==> src/rtl/sdpram_pkg.sv <==
// Shared definitions for the simple dual-port RAM and the FIFO controller that masters it.
package sdpram_pkg;

    // Cycles from renb sampled to dvalb/doutb valid.
    localparam int RAM_RD_LATENCY = 3;

    localparam int DEFAULT_MEM_DEPTH = 16;

    // Address type for the default RAM depth.
    typedef logic [$clog2(DEFAULT_MEM_DEPTH)-1:0] ptr_t;

    // Index width for a given depth, never narrower than one bit.
    function automatic int ptr_width(input int depth);
        return (depth > 1) ? $clog2(depth) : 1;
    endfunction

endpackage

==> src/rtl/sdpram_if.sv <==
// Connection bundle between an SDP RAM and its master: write port A, read port B.
interface sdpram_if #(
    parameter int DATA_WIDTH = 8,
    parameter int MEM_DEPTH  = 16
);
    localparam int ADDR_WIDTH = (MEM_DEPTH > 1) ? $clog2(MEM_DEPTH) : 1;

    logic                  wena;
    logic [ADDR_WIDTH-1:0] addra;
    logic [DATA_WIDTH-1:0] dina;
    logic                  renb;
    logic [ADDR_WIDTH-1:0] addrb;
    logic [DATA_WIDTH-1:0] doutb;
    logic                  dvalb;

    modport sdp_m (
        output wena, addra, dina, renb, addrb,
        input  doutb, dvalb
    );

    modport sdp_s (
        input  wena, addra, dina, renb, addrb,
        output doutb, dvalb
    );
endinterface

==> src/rtl/sdpram_out_buf.sv <==
// Small synchronous FIFO holding RAM read results until the downstream consumer takes them.
// The head entry is read straight from the storage registers, so it is stable while not popped.
module sdpram_out_buf
    import sdpram_pkg::*;
#(
    parameter int DATA_WIDTH = 8,
    parameter int DEPTH      = 5
) (
    input  logic                         clk,
    input  logic                         rst,
    input  logic                         push,
    input  logic [DATA_WIDTH-1:0]        din,
    input  logic                         pop,
    output logic                         valid,
    output logic [DATA_WIDTH-1:0]        dout,
    output logic [$clog2(DEPTH+1)-1:0]   count
);
    localparam int IDX_W = ptr_width(DEPTH);
    localparam int CNT_W = $clog2(DEPTH + 1);

    logic [DATA_WIDTH-1:0] mem [DEPTH];
    logic [IDX_W-1:0]      wr_idx;
    logic [IDX_W-1:0]      rd_idx;
    logic                  do_pop;

    // Non-power-of-two depth, so wrap explicitly.
    function automatic logic [IDX_W-1:0] next_idx(input logic [IDX_W-1:0] idx);
        return (idx == IDX_W'(DEPTH - 1)) ? '0 : idx + IDX_W'(1);
    endfunction

    assign valid  = (count != '0);
    assign do_pop = pop && valid;
    assign dout   = mem[rd_idx];

    // Storage, indices and occupancy; push is guaranteed room by the caller's credit check.
    always_ff @(posedge clk or posedge rst) begin
        if (rst) begin
            wr_idx <= '0;
            rd_idx <= '0;
            count  <= '0;
            // NOTE: the entries are cleared on reset (not just the indices) so the head reads 0
            // out of reset; this is affordable only because the buffer is a handful of flops.
            for (int i = 0; i < DEPTH; i++) begin
                mem[i] <= '0;
            end
        end else begin
            if (push) begin
                mem[wr_idx] <= din;
                wr_idx      <= next_idx(wr_idx);
            end
            if (do_pop) begin
                rd_idx <= next_idx(rd_idx);
            end
            case ({push, do_pop})
                2'b10:   count <= count + CNT_W'(1);
                2'b01:   count <= count - CNT_W'(1);
                default: count <= count;
            endcase
        end
    end

endmodule

==> src/rtl/sdpram_fifo_ctrl.sv <==
// Streaming FIFO controller mastering an SDP RAM: writes accepted words on port A, issues
// credit-limited reads on port B and re-times the returning data through a skid buffer.
module sdpram_fifo_ctrl
    import sdpram_pkg::*;
#(
    parameter int DATA_WIDTH = 8,
    parameter int MEM_DEPTH  = 16,
    parameter int RD_LATENCY = RAM_RD_LATENCY,
    parameter int OUT_DEPTH  = RD_LATENCY + 2
) (
    input  logic                                      clk,
    input  logic                                      rst,
    input  logic                                      s_valid,
    output logic                                      s_ready,
    input  logic [DATA_WIDTH-1:0]                     s_data,
    output logic                                      m_valid,
    input  logic                                      m_ready,
    output logic [DATA_WIDTH-1:0]                     m_data,
    output logic [$clog2(MEM_DEPTH+OUT_DEPTH+1)-1:0]  level,
    sdpram_if.sdp_m                                   ifp
);
    localparam int PTR_W = ptr_width(MEM_DEPTH);
    localparam int CNT_W = $clog2(MEM_DEPTH + 1);
    localparam int IF_W  = $clog2(RD_LATENCY + 1);
    localparam int OB_W  = $clog2(OUT_DEPTH + 1);
    localparam int CR_W  = OB_W + 1;
    localparam int LVL_W = $clog2(MEM_DEPTH + OUT_DEPTH + 1);

    logic [PTR_W-1:0] wr_ptr;
    logic [PTR_W-1:0] rd_ptr;
    logic [CNT_W-1:0] ram_cnt;
    logic [CNT_W-1:0] ram_cnt_d;
    logic [IF_W-1:0]  inflight;
    logic [IF_W-1:0]  inflight_d;
    logic [OB_W-1:0]  ob_cnt;
    logic [CR_W-1:0]  credit_used;
    logic             wr_en;
    logic             rd_issue;
    logic             ret_push;

    // Write side: accept whenever the RAM has a free slot.
    assign s_ready   = (ram_cnt != CNT_W'(MEM_DEPTH));
    assign wr_en     = s_valid && s_ready;
    assign ifp.wena  = wr_en;
    assign ifp.addra = wr_ptr;
    assign ifp.dina  = s_data;

    // Read issue: every outstanding read already owns a buffer slot, so results always fit.
    assign credit_used = CR_W'(inflight) + CR_W'(ob_cnt);
    assign rd_issue    = (ram_cnt != '0) && (credit_used < CR_W'(OUT_DEPTH));
    assign ifp.renb    = rd_issue;
    assign ifp.addrb   = rd_ptr;

    // Returns with nothing outstanding are leftovers from before a reset and are dropped.
    assign ret_push = ifp.dvalb && (inflight != '0);

    assign level = LVL_W'(ram_cnt) + LVL_W'(inflight) + LVL_W'(ob_cnt);

    // Next-state of the RAM occupancy and in-flight counters.
    always_comb begin
        // NOTE: defaults first so every path assigns both outputs and no latch is inferred.
        ram_cnt_d  = ram_cnt;
        inflight_d = inflight;
        case ({wr_en, rd_issue})
            2'b10:   ram_cnt_d = ram_cnt + CNT_W'(1);
            2'b01:   ram_cnt_d = ram_cnt - CNT_W'(1);
            default: ram_cnt_d = ram_cnt;
        endcase
        case ({rd_issue, ret_push})
            2'b10:   inflight_d = inflight + IF_W'(1);
            2'b01:   inflight_d = inflight - IF_W'(1);
            default: inflight_d = inflight;
        endcase
    end

    // Pointer and counter registers; pointers wrap naturally at the power-of-two depth.
    always_ff @(posedge clk or posedge rst) begin
        if (rst) begin
            wr_ptr   <= '0;
            rd_ptr   <= '0;
            ram_cnt  <= '0;
            inflight <= '0;
        end else begin
            // NOTE: non-blocking assignments so every register samples pre-edge values.
            if (wr_en) begin
                wr_ptr <= wr_ptr + PTR_W'(1);
            end
            if (rd_issue) begin
                rd_ptr <= rd_ptr + PTR_W'(1);
            end
            ram_cnt  <= ram_cnt_d;
            inflight <= inflight_d;
        end
    end

    sdpram_out_buf #(
        .DATA_WIDTH (DATA_WIDTH),
        .DEPTH      (OUT_DEPTH)
    ) u_out_buf (
        .clk   (clk),
        .rst   (rst),
        .push  (ret_push),
        .din   (ifp.doutb),
        .pop   (m_ready),
        .valid (m_valid),
        .dout  (m_data),
        .count (ob_cnt)
    );

endmodule

==> src/flat_wrapper.sv <==
// flat-port wrapper written by rule: the top's interface ports become plain ports
module sdpram_fifo_ctrl_flat import sdpram_pkg::*;
#(
    parameter int DATA_WIDTH = 8,
    parameter int MEM_DEPTH  = 16,
    parameter int RD_LATENCY = RAM_RD_LATENCY,
    parameter int OUT_DEPTH  = RD_LATENCY + 2
)
  (clk, rst, s_valid, s_ready, s_data, m_valid, m_ready, m_data, level, ifp_wena, ifp_addra, ifp_dina, ifp_renb, ifp_addrb, ifp_doutb, ifp_dvalb);
  sdpram_if #(.DATA_WIDTH(DATA_WIDTH), .MEM_DEPTH(MEM_DEPTH)) ifp_i ();
  input  logic clk;
  input  logic rst;
  input  logic s_valid;
  output logic s_ready;
  input  logic [DATA_WIDTH-1:0] s_data;
  output logic m_valid;
  input  logic m_ready;
  output logic [DATA_WIDTH-1:0] m_data;
  output logic [$clog2(MEM_DEPTH+OUT_DEPTH+1)-1:0] level;
  output wire logic [$bits(ifp_i.wena)-1:0] ifp_wena;
  output wire logic [$bits(ifp_i.addra)-1:0] ifp_addra;
  output wire logic [$bits(ifp_i.dina)-1:0] ifp_dina;
  output wire logic [$bits(ifp_i.renb)-1:0] ifp_renb;
  output wire logic [$bits(ifp_i.addrb)-1:0] ifp_addrb;
  input wire logic [$bits(ifp_i.doutb)-1:0] ifp_doutb;
  input wire logic [$bits(ifp_i.dvalb)-1:0] ifp_dvalb;
  assign ifp_wena = ifp_i.wena;
  assign ifp_addra = ifp_i.addra;
  assign ifp_dina = ifp_i.dina;
  assign ifp_renb = ifp_i.renb;
  assign ifp_addrb = ifp_i.addrb;
  assign ifp_i.doutb = ifp_doutb;
  assign ifp_i.dvalb = ifp_dvalb;
  sdpram_fifo_ctrl #(.DATA_WIDTH(DATA_WIDTH), .MEM_DEPTH(MEM_DEPTH), .RD_LATENCY(RD_LATENCY), .OUT_DEPTH(OUT_DEPTH)) u_core (.clk(clk), .rst(rst), .s_valid(s_valid), .s_ready(s_ready), .s_data(s_data), .m_valid(m_valid), .m_ready(m_ready), .m_data(m_data), .level(level), .ifp(ifp_i));
endmodule
==> config.mk <==
export PLATFORM = sky130hd
export DESIGN_NAME = sdpram_fifo_ctrl_flat
export DESIGN_NICKNAME = d
export VERILOG_FILES = /design/src/rtl/sdpram_pkg.sv /design/src/rtl/sdpram_if.sv /design/src/rtl/sdpram_out_buf.sv /design/src/rtl/sdpram_fifo_ctrl.sv /design/src/flat_wrapper.sv
export SDC_FILE = /design/constraint.sdc
export NUM_CORES = 1
export LEC_CHECK = 0
export CAP_MARGIN = 20
export CORE_MARGIN = 4
export CORE_UTILIZATION = 54
export CTS_CLUSTER_DIAMETER = 50
export CTS_CLUSTER_SIZE = 14
export DETAILED_ROUTE_END_ITERATION = 8
export GPL_TIMING_DRIVEN = 0
export PLACE_DENSITY = 0.8
export SLEW_MARGIN = 20
export SYNTH_ARGS = -nofsm -noshare
export SYNTH_HDL_FRONTEND = slang
export SYNTH_HIERARCHICAL = 1
export SYNTH_SLANG_ARGS = --single-unit
==> constraint.sdc <==
create_clock -name clk -period 3.2 [get_ports clk]
set_input_delay 0.8 -clock clk [delete_from_list [all_inputs] [get_ports clk]]
set_output_delay 0.8 -clock clk [all_outputs]
set_load 0.05 [all_outputs]
==> impl_results.md <==
- Total gr overflow: 0
- Commonest non-fill, non-tap cell in the layout: dfrtp_1
- Worst path required time: about 2.4 ns
- Skew-Pair Late Insertion Delay: 0.33 ns
- CTS HTree Levels: 3
- Most frequent cells in the layout: dfrtp_1 (59), mux2_2 (48), clkdlybuf4s50_1 (31)
- # IOs: 54
- Design Area, Final: between 4000 and 5000 um2
- Post-DR wirelength/cell: about 16 um
- # diodes: 0
- Reg2reg setup slack: ~0.24 ns
- Status: complete, no violations
- Hold-fix buffers, CTS: 0
- Synth Flop Type: dfrtp_1
- Iter 0 DRT Violations: between 60 and 70
- Worst Slack Setup Final: roughly 0.12 ns
- Post-synthesis sequential area ratio: roughly 46%
- Pre-CTS WS: -0.1958 ns
- Synth unique cells: 46
- Die height: between 80 and 90 um
- Worst Hold Class: flip-flop to flip-flop
- Endpoints failing setup: 0
- CP max stage cell: fa_1
- Placer congestion estimate: 0.8180
- Initial cell density of the core: between 50% and 60%
- Number of port buffers: 45
- Final Hold Viols: 0
- # fillers: around 470
- Dpl hpwl: slightly below 5 mm
- Clk buf depth: 2
- Core area: roughly 6300 um2
- Antenna violations before repair: 0
- CP bufs+invs: 3
- Critical path data arrival time: roughly 2.3 ns
- Total CTS buffers: 9
- Fin Hold WS: 0.4838 ns
- Placed Area: about 4100 um2
- Die width: around 90 um
- Reg2reg path depth: 12
- WHS Path Cells: 1
- Maximum clock rate: roughly 330 MHz
- Synth Register Bits: 64
- Vias in the first global route: 2362
- DIE AREA: a little under 8000 um2
- YS warnings: 6
- Vias: approximately 2300
- Syn nets: 335
- Setup Crit Path Kind: flip-flop to output port
- Cell Area, Synth: about 3500 um2
- CP max stage delay: approximately 0.55 ns
- Share of layout cells above drive strength 1: roughly 30%
- Clk sink count: 64
- Worst-path clk slew: ~0.06 ns
- Max-cap violations: 0
- GR Util All Layers: approximately a fifth
- First-pass GRT wire length: 11.21 mm
- Crit end category: output port
- CP top delay family: adder cells
- Max FO, Critical Path: 4
- Drt drc: 0
- Final Slew Violations: 0
- WL final: 6.845 mm
- Crit start category: flip-flop
- Number of synthesized flops with an enable pin: 0
- Final ANT Viol Nets: 0
- Cell count after synthesis: just under 300
- Skew final: around 0.0063 ns
- DRT Pass-1 Iters: 4
- Final Util: roughly two thirds
- Row count: 29
- Tcrit/Tclk final: between 90% and 100%
- Area growth, synth to finish: 21.96%
- Levels on crit path: 6
- Pin count of the biggest net entering global routing: 28
- Mapped Avg Cell Area: about 12 um2
- Slew headroom: between 50% and 60%
- Post-synth ARST share: between 90% and 100%
- Final Critical Period: 3.075 ns
- Vias per cell: approximately 5.4
- CTS root buffer: clkbuf_8
- Unrepaired setup endpoints after global routing: false
- Worst-Margin Slew: slightly above 0.6 ns
- CTS tree: yes
- Critical-path cell list: fa_1 -> ha_1 -> inv_1 -> fa_1 -> inv_1 -> buf_2
- Total Nets Final: a little under 400
-- final cells by class --
| type | instances | area, um2 | share of cell area (%) |
|---|---|---|---|
| Clock inverter | 3 | 17.52 | 0.4085 |
| Multi-Input combinational cell | 183 | 1733 | 40.41 |
| Clock buffer | 13 | 148.9 | 3.472 |
| Timing Repair Buffer | 48 | 460.4 | 10.74 |
| Sequential cell | 64 | 1608 | 37.50 |
| Tap cell | 77 | 96.34 | 2.247 |
| Buffer | 16 | 126.4 | 2.947 |
| Inverter | 26 | 97.59 | 2.276 |
-- path summary, 6_finish.rpt --
kind | end | startpoint
worst max-delay path | level[2] | u_core/ram_cnt[1]
worst min-delay path | u_core/ifp.addra[3] | u_core/ifp.addra[3]
worst max register to register | u_core/ram_cnt[4] | u_core/u_out_buf/count[0]
worst min register to register | u_core/ifp.addra[3] | u_core/ifp.addra[3]
max in group asynchronous | u_core/u_out_buf/mem[27] | rst
min in group asynchronous | u_core/u_out_buf/count[0] | rst
-- worst register-to-register path: cells and delay by family, from the launching register on --
kind | cells | cell delay, ns
adders and majority gates | 4 | 1.29
and+or+nand+nor | 3 | 0.54
AOI/OAI and AO/OA | 4 | 0.50
DFF | 1 | 0.46
buffers and inverters | 1 | 0.08
-- cells in the mapped netlist (2+ instances only) --
| cell type | n | area (um2) |
|---|---|---|
| inv_1 | 25 | 93.84 |
| nand2_1 | 11 | 41.29 |
| nor3_1 | 2 | 10.01 |
| dfrtp_1 | 64 | 1602 |
| nor2_1 | 12 | 45.04 |
| a21oi_1 | 4 | 20.02 |
| ha_1 | 18 | 225.2 |
| nand3_1 | 2 | 10.01 |
| or3_1 | 3 | 18.77 |
| buf_4 | 8 | 60.06 |
| xnor2_1 | 9 | 78.83 |
| xor2_1 | 9 | 78.83 |
| a22oi_1 | 2 | 15.01 |
| a21o_1 | 2 | 15.01 |
| buf_6 | 4 | 45.04 |
| mux2i_1 | 9 | 90.09 |
| a221o_1 | 6 | 60.06 |
| mux2_2 | 48 | 540.5 |
| mux2_4 | 2 | 30.03 |
| fa_1 | 6 | 120.1 |
| buf_2 | 3 | 15.01 |
| o22ai_1 | 2 | 12.51 |
| o21ai_0 | 11 | 55.05 |
| o211ai_1 | 2 | 15.01 |
| clkbuf_1 | 2 | 7.510 |
| and3_1 | 3 | 18.77 |
| o21a_1 | 2 | 15.01 |
-- layer usage --
metal  vias up  share of wire, %  GRT usage, %
li1       1119                 -             -
met1      1145                45         25.72
met2        43                50         29.35
met3         9               3.0         3.631
met4         0               1.8         8.791
met5         -                 0             0
-- registers in the layout, summed over array words and instances, names as in the netlist --
| register | count |
|---|---|
| u_core/u_out_buf/wr_idx | 3 |
| u_core/inflight | 2 |
| u_core/ifp.addrb | 4 |
| u_core/u_out_buf/count | 3 |
| u_core/ifp.addra | 4 |
| u_core/u_out_buf/rd_idx | 3 |
| u_core/ram_cnt | 5 |
| u_core/u_out_buf/mem | 40 |
-- logic make-up after synthesis --
group                    count (synthesis)  share of synthesized area [%]
AO/OA/AOI/OAI                           37                          7.366
XOR/XNOR                                18                          4.484
adder cells (fa/ha/maj)                 24                          9.822
buffers and inverters                   43                          6.406
flip-flops                              64                          45.55
multiplexers                            59                          18.79
AND/OR/NAND/NOR                         45                          7.581
-- per-stage QoR --
step | cells | setup TNS [ns]
2_1_floorplan | 290 | 0
3_3_place_gp | 412 | -0.5661
3_5_place_dp | 413 | -0.6632
4_1_cts | 429 | 0
5_1_grt | 430 | 0
6_report | 430 | 0
-- what timing repair did --
item	CTS	global route
setup endpoints to repair	14	9
hold endpoints to repair	0	0
buffers inserted	0	2
pin swaps	0	1
gates resized for setup	33	16
Power is not shown: default switching activity piles up to over one toggle a cycle in this logic, so the estimate is an artifact.
